<file path="src/rtl/uart_tx_burst.sv">
// uart_tx_burst
//   Multi-byte UART transmitter for the SoC debug/print path. Payload words
//   (NBYTES bytes each) are accepted over a valid/ready handshake into a small
//   FIFO. Each word is sent as 8N1 frames: byte NBYTES-1 first, down to byte 0,
//   then EOL_BYTE when EOL_EN is set. Each byte goes LSB first. Consecutive
//   bytes and consecutive words are sent with no idle gap on the line.
//
//   Optional feature macro: UART_TX_PARITY_EN
//     When defined, an even-parity bit is sent after the data bits
//     (11-bit frames). When undefined, frames are 10 bits and no parity
//     logic is built.
//
// Ports
//   clk      in   rising-edge clock
//   rst_n    in   asynchronous active-low reset
//   i_valid  in   payload word present
//   o_ready  out  FIFO has room; a word transfers when i_valid & o_ready
//   i_data   in   payload word, byte k = i_data[8k+7:8k]
//   o_tx     out  serial line, idles high
//   o_busy   out  a word is stored or the line is still carrying a frame
//   o_level  out  number of words stored in the FIFO
module uart_tx_burst #(
  parameter int         CLK_DIV    = 434,
  parameter int         NBYTES     = 8,
  parameter int         FIFO_DEPTH = 4,
  parameter int         EOL_EN     = 1,
  parameter logic [7:0] EOL_BYTE   = 8'h0A
) (
  input  logic                          clk,
  input  logic                          rst_n,
  input  logic                          i_valid,
  output logic                          o_ready,
  input  logic [NBYTES*8-1:0]           i_data,
  output logic                          o_tx,
  output logic                          o_busy,
  output logic [$clog2(FIFO_DEPTH):0]   o_level
);

  localparam int W      = NBYTES * 8;
  localparam int PTR_W  = $clog2(FIFO_DEPTH);
  localparam int LVL_W  = PTR_W + 1;
  localparam int NB_TOT = NBYTES + ((EOL_EN != 0) ? 1 : 0);
  localparam int IDX_W  = $clog2(NB_TOT + 1);
  localparam int BAUD_W = $clog2(CLK_DIV);

  typedef enum logic [2:0] {
    S_IDLE,
    S_START,
    S_DATA,
`ifdef UART_TX_PARITY_EN
    S_PARITY,
`endif
    S_STOP
  } state_t;

  state_t             state_q, state_d;
  logic [BAUD_W-1:0]  baud_q, baud_d;
  logic [2:0]         bit_q, bit_d;
  logic [IDX_W-1:0]   byte_idx_q, byte_idx_d;
  logic [W-1:0]       word_q, word_d;
  logic [7:0]         shift_q, shift_d;
  logic               tx_q, tx_d;
  logic               busy_tail_q, busy_tail_d;
  logic [PTR_W-1:0]   wr_ptr_q, wr_ptr_d;
  logic [PTR_W-1:0]   rd_ptr_q, rd_ptr_d;
  logic [LVL_W-1:0]   level_q, level_d;
  logic [W-1:0]       mem_q [FIFO_DEPTH];

  logic               push;
  logic               pop;
  logic               bit_done;
  logic [W-1:0]       head;
  logic [W-1:0]       word_shl;
  logic [IDX_W-1:0]   next_idx;

  assign o_ready  = (level_q < LVL_W'(FIFO_DEPTH));
  assign push     = i_valid & o_ready;
  assign head     = mem_q[rd_ptr_q];
  assign bit_done = (baud_q == BAUD_W'(CLK_DIV - 1));
  assign word_shl = word_q << 8;
  assign next_idx = byte_idx_q + 1'b1;

  // The line output is registered, so the line lags the state by one cycle.
  // busy_tail keeps o_busy high through that final cycle of the last stop bit.
  assign o_tx    = tx_q;
  assign o_level = level_q;
  assign o_busy  = (state_q != S_IDLE) | (level_q != '0) | busy_tail_q;

  // FIFO bookkeeping; the serialiser is the only consumer.
  always_comb begin
    wr_ptr_d = push ? wr_ptr_q + 1'b1 : wr_ptr_q;
    rd_ptr_d = pop  ? rd_ptr_q + 1'b1 : rd_ptr_q;
    level_d  = level_q;
    case ({push, pop})
      2'b10:   level_d = level_q + 1'b1;
      2'b01:   level_d = level_q - 1'b1;
      default: level_d = level_q;
    endcase
  end

  always_ff @(posedge clk) begin
    if (push) mem_q[wr_ptr_q] <= i_data;
  end

  // Frame sequencer. The baud counter wraps exactly when a bit ends, which is
  // also the only time the state changes, so every bit lasts CLK_DIV cycles.
  always_comb begin
    state_d    = state_q;
    baud_d     = '0;
    bit_d      = bit_q;
    byte_idx_d = byte_idx_q;
    word_d     = word_q;
    shift_d    = shift_q;
    pop        = 1'b0;
    if (state_q != S_IDLE && !bit_done) baud_d = baud_q + 1'b1;

    case (state_q)
      S_IDLE: begin
        if (level_q != '0) begin
          pop        = 1'b1;
          word_d     = head;
          shift_d    = head[W-1 -: 8];
          byte_idx_d = '0;
          state_d    = S_START;
        end
      end
      S_START: begin
        if (bit_done) begin
          state_d = S_DATA;
          bit_d   = '0;
        end
      end
      S_DATA: begin
        if (bit_done) begin
          shift_d = {1'b0, shift_q[7:1]};
          bit_d   = bit_q + 1'b1;
          if (bit_q == 3'd7) begin
`ifdef UART_TX_PARITY_EN
            state_d = S_PARITY;
`else
            state_d = S_STOP;
`endif
          end
        end
      end
`ifdef UART_TX_PARITY_EN
      S_PARITY: begin
        if (bit_done) state_d = S_STOP;
      end
`endif
      S_STOP: begin
        if (bit_done) begin
          if (byte_idx_q != IDX_W'(NB_TOT - 1)) begin
            // Payload bytes come from the top of the shifted word; the
            // index reaching NBYTES means the terminator is next.
            byte_idx_d = next_idx;
            word_d     = word_shl;
            shift_d    = (next_idx == IDX_W'(NBYTES)) ? EOL_BYTE : word_shl[W-1 -: 8];
            state_d    = S_START;
          end else if (level_q != '0) begin
            pop        = 1'b1;
            word_d     = head;
            shift_d    = head[W-1 -: 8];
            byte_idx_d = '0;
            state_d    = S_START;
          end else begin
            state_d = S_IDLE;
          end
        end
      end
      default: state_d = S_IDLE;
    endcase
  end

`ifdef UART_TX_PARITY_EN
  logic par_q, par_d;

  // Even parity accumulated as the data bits go out.
  always_comb begin
    par_d = par_q;
    if (state_q == S_START) par_d = 1'b0;
    else if (state_q == S_DATA && bit_done) par_d = par_q ^ shift_q[0];
  end

  always_ff @(posedge clk or negedge rst_n) begin
    if (!rst_n) par_q <= 1'b0;
    else        par_q <= par_d;
  end
`endif

  always_comb begin
    tx_d        = 1'b1;
    busy_tail_d = (state_q != S_IDLE);
    case (state_q)
      S_START:  tx_d = 1'b0;
      S_DATA:   tx_d = shift_q[0];
`ifdef UART_TX_PARITY_EN
      S_PARITY: tx_d = par_q;
`endif
      default:  tx_d = 1'b1;
    endcase
  end

  always_ff @(posedge clk or negedge rst_n) begin
    if (!rst_n) begin
      state_q     <= S_IDLE;
      baud_q      <= '0;
      bit_q       <= '0;
      byte_idx_q  <= '0;
      word_q      <= '0;
      shift_q     <= '0;
      tx_q        <= 1'b1;
      busy_tail_q <= 1'b0;
      wr_ptr_q    <= '0;
      rd_ptr_q    <= '0;
      level_q     <= '0;
    end else begin
      state_q     <= state_d;
      baud_q      <= baud_d;
      bit_q       <= bit_d;
      byte_idx_q  <= byte_idx_d;
      word_q      <= word_d;
      shift_q     <= shift_d;
      tx_q        <= tx_d;
      busy_tail_q <= busy_tail_d;
      wr_ptr_q    <= wr_ptr_d;
      rd_ptr_q    <= rd_ptr_d;
      level_q     <= level_d;
    end
  end

endmodule
</file>
<file path="config.mk">
export PLATFORM = sky130hd
export DESIGN_NAME = uart_tx_burst
export DESIGN_NICKNAME = d
export VERILOG_FILES = /design/src/rtl/uart_tx_burst.sv
export SDC_FILE = /design/constraint.sdc
export NUM_CORES = 1
export LEC_CHECK = 0
export CAP_MARGIN = 20
export CORE_ASPECT_RATIO = 1.25
export CORE_MARGIN = 1.5
export CORE_UTILIZATION = 54
export DETAILED_ROUTE_END_ITERATION = 12
export DONT_BUFFER_PORTS = 1
export GPL_TIMING_DRIVEN = 0
export PLACE_DENSITY = 0.69
export SLEW_MARGIN = 20
export SYNTH_ARGS = -nofsm -noshare
export SYNTH_HDL_FRONTEND = slang
export SYNTH_SLANG_ARGS = --single-unit
export TNS_END_PERCENT = 10
</file>
<file path="constraint.sdc">
create_clock -name clk -period 3.6 [get_ports clk]
set_input_delay 0.18 -clock clk [delete_from_list [all_inputs] [get_ports clk]]
set_output_delay 0.18 -clock clk [all_outputs]
set_load 0.01 [all_outputs]
</file>
==> out/metrics.cfg, run 1 <==
[setup_path]
crit_top_cell = ha_1
slowest_delay_ns = 0.62
cp.arrival_ns = 3.48
required_ns = 4.00
slowest_stage = nor3_1
crit_path_end_kind = flop
path_cells = ha_1, and4b_1, a41oi_1, nor3_1, ha_1, inv_1, fa_1, xor2_1, nor2_1, xnor2_1
crit_path_start_kind = flop
worst-path-max-fanout = 7
critPathKind = flop to flop
reg2regPathDepth = 10

[power_and_ir_drop]
switchingPower_w = 0.00411
power_frac_comb_pct = 31.9
power_w = 0.0137
p_leak_nw = 5.56
power.share.sequential_pct = 41.2
power.density_nw_per_um2 = 848
clockPowerShare_pct = 26.9
intPower_w = 0.00956
swShare_pct = 30.1
max-vdd-ir-drop_v = 0.000466

[yosys]
yosysWarnings = 0
synth_edf_count = 256
synthesis.instances = 738
syn_nets = 821
synth_top_area_share_pct = 56.0
yosysSeqAreaShare_pct = 72.6
synth_area_leaders = edfxtp_1 (56%), dfrtp_1 (16%), mux4_2 (10%)
async_reset_ff_share_pct = 26.2
syn_area_per_cell_um2 = 18.6
synthDistinctLibCells = 47
netlist_area_um2 = 13700
synth_area_leader_cell = edfxtp_1
synth-main-ff-cell = edfxtp_1
synth-seq-cells = 347

[timing]
setup_viol = 0
skew_ns = 0.0345
max_slew_margin_pct = 48.1
hold_violations = 0
fmax_mhz = 324
period_needed_ns = 3.09
worst_slew_pin_slew_ns = 0.778
rsz0062_at_grt = no
holdWs_ns = 0.173
finalCritPeriodShare_pct = 85.7
fin_setup_tns_ns = 0
slew_violations = 0

[min_path]
hold-path-cell-count = 3
holdCritPathClass = primary input to flop

[floorplanning]
rows = 65
core_um2 = 25100
io_pins = 73
chipWidth_um = 146
die_area_um2 = 26400
die_y_um = 181
start_util_pct = 54.6

[clocking]
cts_inserted_buffers = 35
cts_tree = done
ctsHtreeMaxLevel = 2
clkTransAtPathRegs_ns = 0.06
cts_sinks = 347
cts.path.max_buffers = 3
root_buffer = clkbuf_16
cts_resized = 0
clkLatencyLatePin_ns = 0.51

[routing]
drt_pass1_iterations = 5
totalWireLength_um = 27100
viasPerCell = 5.87
drtIter0Drc = 590
drc = 0
drtAntennaViolNets = 0
wl_per_cell_um = 22.5
num_vias = 7073

[placed_design]
io_buffers = 0
place_congestion = 0.793
placedInstanceArea_um2 = 14300
dp.cells = 1077
hpwl_um = 17900

[global_route]
antenna_found_initial = 0
grt_pass1_wl_um = 43000
grt_overflow = 0
track_usage_pct = 21.4
grt_max_degree = 92
first_global_vias = 7671

[job]
timing.max_cap.violations = 0

[final_layout]
area_growth_pct = 17.4
drive_gt1_share_pct = 23.1
diodes = 0
fin_cells = 1205
nNetsFinal = 928
finalInstanceArea_um2 = 16100

[status]
status = finished clean

[final timing paths]
check	startpoint	endpoint	slack, ns
max reg2reg	state_q[1]$_DFFE_PN0P_	o_level[2]$_DFFE_PN0P_	0.51
max	state_q[1]$_DFFE_PN0P_	o_level[2]$_DFFE_PN0P_	0.51
min	i_valid	wr_ptr_q[0]$_DFFE_PN0P_	0.17
min reg2reg	shift_q[3]$_DFFE_PN0P_	shift_q[3]$_DFFE_PN0P_	0.50
min in group asynchronous	rst_n	word_q[48]$_DFFE_PN0P_	0.28
max in group asynchronous	rst_n	o_tx$_DFF_PN1_	2.95
[power groups by stage]
stage,combinational [W],clock [W],sequential (W)
after floorplan,0.00323,0,0.00555
after global placement,0.00407,0,0.00571
after detailed placement,0.00429,0,0.00571
after CTS,0.00442,0.00374,0.00563
after global routing,0.00473,0.00391,0.00570
final,0.00436,0.00368,0.00563
[cell usage in the layout, fill, tap and decap left out, drive strengths merged, types with 7 or more instances in the layout]
cell type / netlist / layout
o221a: 48 / 48
mux4: 64 / 64
a221oi: 7 / 7
dlygate4sd3: 0 / 65
xnor2: 9 / 9
nand2: 22 / 22
a21oi: 8 / 8
a22o: 8 / 8
o21ai: 13 / 13
nand2b: 49 / 49
nor2: 29 / 29
clkbuf: 12 / 60
inv: 17 / 18
nand3: 11 / 11
ha: 15 / 15
buf: 23 / 28
edfxtp: 256 / 256
dfrtp: 90 / 90
[sequential cells by signal, indices dropped and copies added, names as in the netlist]
signal / cells
o_level: 3
rd_ptr_q: 2
shift_q: 8
byte_idx_q: 4
busy_tail_q: 1
state_q: 2
wr_ptr_q: 2
mem_q: 256
word_q: 56
bit_q: 3
baud_q: 9
o_tx: 1
[stage by stage]
| step | utilization, % | setup WS, ns |
|---|---|---|
| 2_1_floorplan | - | 0.861 |
| 3_3_place_gp | 56.3 | -0.315 |
| 3_5_place_dp | 56.8 | 0.531 |
| 4_1_cts | 64.2 | 0.504 |
| 5_1_grt | 64.2 | 0.293 |
| 6_report | 64.2 | 0.515 |
[routing by layer]
layer | part of all wire, % | GRT usage, % | vias to the layer above | routed length, um
met4 | 2.7 | 7.39 | 0 | 738
met5 | 0 | 0 | - | 0
met1 | 39 | 27.0 | 3674 | 10600
met2 | 54 | 38.1 | 175 | 14600
li1 | - | - | 3175 | -
met3 | 4.0 | 3.08 | 49 | 1090
[area by class of cell]
| class | count | area, um^2 |
|---|---|---|
| sequential | 347 | 9970 |
| fill | 1692 | 9000 |
| multi-input combinational | 339 | 3520 |
| clock buffer | 48 | 976 |
| timing repair buffer | 70 | 788 |
| tap | 335 | 419 |
| clock inverter | 14 | 201 |
| buffer | 35 | 190 |
| inverter | 17 | 63.8 |
[synth_stat cells (all sizes together), types with 4 or more instances]
| cell | instances |
|---|---|
| buf | 23 |
| nand2 | 22 |
| xnor2 | 9 |
| a21o | 6 |
| dfrtp | 90 |
| clkbuf | 12 |
| o221a | 48 |
| xor2 | 4 |
| inv | 17 |
| and2 | 6 |
| ha | 15 |
| mux2i | 4 |
| a21oi | 8 |
| nor3 | 4 |
| a22o | 8 |
| o21ai | 13 |
| nor2 | 29 |
| nand3 | 11 |
| mux4 | 64 |
| edfxtp | 256 |
| a221oi | 7 |
| nand2b | 49 |
| a31oi | 6 |
[cell families (layout without fill, tap and decap cells)]
logic type	count (synthesis)	in the layout	synth area share [%]
DFF	347	347	72.6
and+or+nand+nor	132	132	5.14
AOI/OAI and AO/OA	110	110	7.30
muxes	68	68	10.8
buffers and inverters	52	184	1.85
adders and majority gates	16	16	1.51
xor gates and xnor gates	13	13	0.829
[worst max-delay path, delay by kind of cell (launching register included)]
family | cells | cell delay (ns)
buf+inv | 1 | 0.06
xor+xnor | 2 | 0.29
simple gates | 3 | 1.03
compound gates | 1 | 0.14
flops | 1 | 0.46
fa+ha+maj | 3 | 1.03
[what timing repair did]
item,in CTS,in global routing
hold buffers,66,0
setup buffers,0,0
hold endpoints to repair,347,0
No activity file was read; power rests on OpenSTA's default activity.
==> inputs of run 2 (changes only) <==
Settings changed: CORE_UTILIZATION 54 to 50, PLACE_DENSITY 0.69 to not set.
==> out/metrics.cfg, run 2 (same netlist as run 1, synthesis figures left out) <==
[power_and_ir_drop]
intPower_w = 0.00925
power.share.sequential_pct = 42.0
p_leak_nw = 5.52
clockPowerShare_pct = 25.3
power.density_nw_per_um2 = 836
max-vdd-ir-drop_v = 0.000504
power_frac_comb_pct = 32.7
switchingPower_w = 0.00414
swShare_pct = 30.9

[setup_path]
r2r_setup_slack_ns = 0.46
reg2regPathDepth = 10
worstReg2RegStart = state_q[1]$_DFFE_PN0P_
crit_path_start_kind = flop
crit_path_end_kind = flop
critPathKind = flop to flop
required_ns = 4.02
startpoint = state_q[1]$_DFFE_PN0P_
r2r_end = o_level[2]$_DFFE_PN0P_
cp.arrival_ns = 3.56
worst-path-max-fanout = 7

[floorplanning]
die_area_um2 = 28500
io_pins = 73
core_um2 = 26900
chipWidth_um = 151
rows = 67
die_y_um = 188
start_util_pct = 51.0

[final_layout]
area_growth_pct = 16.7
layout_commonest_cell = edfxtp_1
multi_input_area_um2 = 3520
layout_common_cells = edfxtp_1 (256), dfrtp_1 (90), dlygate4sd3_1 (65)
reg.largest.list = mem_q: 256 flops, word_q: 56 flops, baud_q: 9 flops
nNetsFinal = 928
drive_gt1_share_pct = 22.3
largest_reg_flops = 256
nFillCells = 1968
fin_cells = 1215
ff_latch_area_um2 = 9970
diodes = 0
regMostFlops = mem_q

[timing]
max_slew_margin_pct = 42.0
rsz0062_at_grt = no
slew_violations = 0
period_needed_ns = 3.14
worst_slew_pin_slew_ns = 0.865
fin_setup_tns_ns = 0
setup_viol = 0
fmax_mhz = 319
finalCritPeriodShare_pct = 87.1
hold_violations = 0
skew_ns = 0.0170

[clocking]
cts_resized = 0
clkTransAtPathRegs_ns = 0.06
cts.path.max_buffers = 3
cts_tree = done
ctsHtreeMaxLevel = 2
cts_setup_buffers = 0
clkLatencyLatePin_ns = 0.52
cts_hold_buf = 66
root_buffer = clkbuf_16
cts_sinks = 347
cts_inserted_buffers = 35

[placed_design]
place_congestion = 0.796
dp.cells = 1087
hpwl_um = 18000
io_buffers = 0

[global_route]
grt_overflow = 0
first_global_vias = 7679
grt_pass1_wl_um = 43500
grt_max_degree = 92
track_usage_pct = 20.5
antenna_found_initial = 0

[routing]
wl_per_cell_um = 22.7
drc = 0
drt_pass1_iterations = 4
viasPerCell = 5.77
drtIter0Drc = 447
totalWireLength_um = 27600
drtAntennaViolNets = 0
num_vias = 7005

[job]
timing.max_cap.violations = 0

[min_path]
hold-path-cell-count = 3
hold_path_end = wr_ptr_q[0]$_DFFE_PN0P_
min_from = i_valid
holdCritPathClass = primary input to flop

[status]
status = finished clean

run 2: cell type report:
cell class | instances | area share [%]
clock buffers | 46 | 5.99
inverters | 17 | 0.398
multi-input cells | 339 | 22.0
well taps | 345 | 2.69
flip-flops and latches | 347 | 62.2
clock inverters | 16 | 0.679
repair buffers | 70 | 4.92
plain buffers | 35 | 1.19
run 2: critical path, stage by stage, from the launching register on:
cell and delay [ns]:
dfrtp_1 0.45, ha_1 0.37, and4b_1 0.29, a41oi_1 0.13, nor3_1 0.61, ha_1 0.30
inv_1 0.07, fa_1 0.38, xor2_1 0.16, nor2_1 0.13, xnor2_1 0.15
run 2: worst max-delay path by stage:
| stage | end | slack (ns) | depth (start not counted) |
|---|---|---|---|
| 6_report | o_level[2]$_DFFE_PN0P_ | 0.46 | 10 |
| 5_1_grt | o_level[2]$_DFFE_PN0P_ | 0.25 | 10 |
| 4_1_cts | o_level[2]$_DFFE_PN0P_ | 0.46 | 10 |
| 3_5_place_dp | o_level[2]$_DFFE_PN0P_ | 0.50 | 10 |
| 3_3_place_gp | mem_q[0][11]$_DFFE_PP_ | -0.46 | 3 |
| 2_1_floorplan | mem_q[0][0]$_DFFE_PP_ | 0.86 | 3 |
run 2: routing by layer:
metal | vias up | GRT usage, % | share of wire (%) | routed length, um
met2 | 137 | 35.8 | 53 | 14800
met5 | - | 0 | 0 | 0
met3 | 31 | 3.39 | 3.6 | 980
met1 | 3671 | 26.5 | 41 | 11400
li1 | 3166 | - | - | -
met4 | 0 | 5.08 | 1.7 | 482
run 2: power groups by stage:
stage / Combinational (W) / Sequential, W / Clock, W
CTS: 0.00448 / 0.00563 / 0.00348
floorplan: 0.00323 / 0.00555 / 0
global route: 0.00478 / 0.00569 / 0.00364
global placement: 0.00415 / 0.00572 / 0
finish: 0.00438 / 0.00563 / 0.00339
detailed placement: 0.00434 / 0.00570 / 0
run 2: per-stage QoR:
| step | power [W] | area [um^2] | worst slack (ns) | hold slack (ns) | utilization, % |
|---|---|---|---|---|---|
| after global placement | 0.00987 | 14200 | -0.457 | -0.112 | 52.6 |
| after CTS | 0.0136 | 16000 | 0.462 | 0.169 | 59.6 |
| after global routing | 0.0141 | 16000 | 0.245 | 0.199 | 59.6 |
| final | 0.0134 | 16000 | 0.465 | 0.190 | 59.6 |
| after detailed placement | 0.0100 | 14300 | 0.497 | -0.110 | 53.1 |
| after floorplan | 0.00878 | 13700 | 0.861 | -0.116 | - |
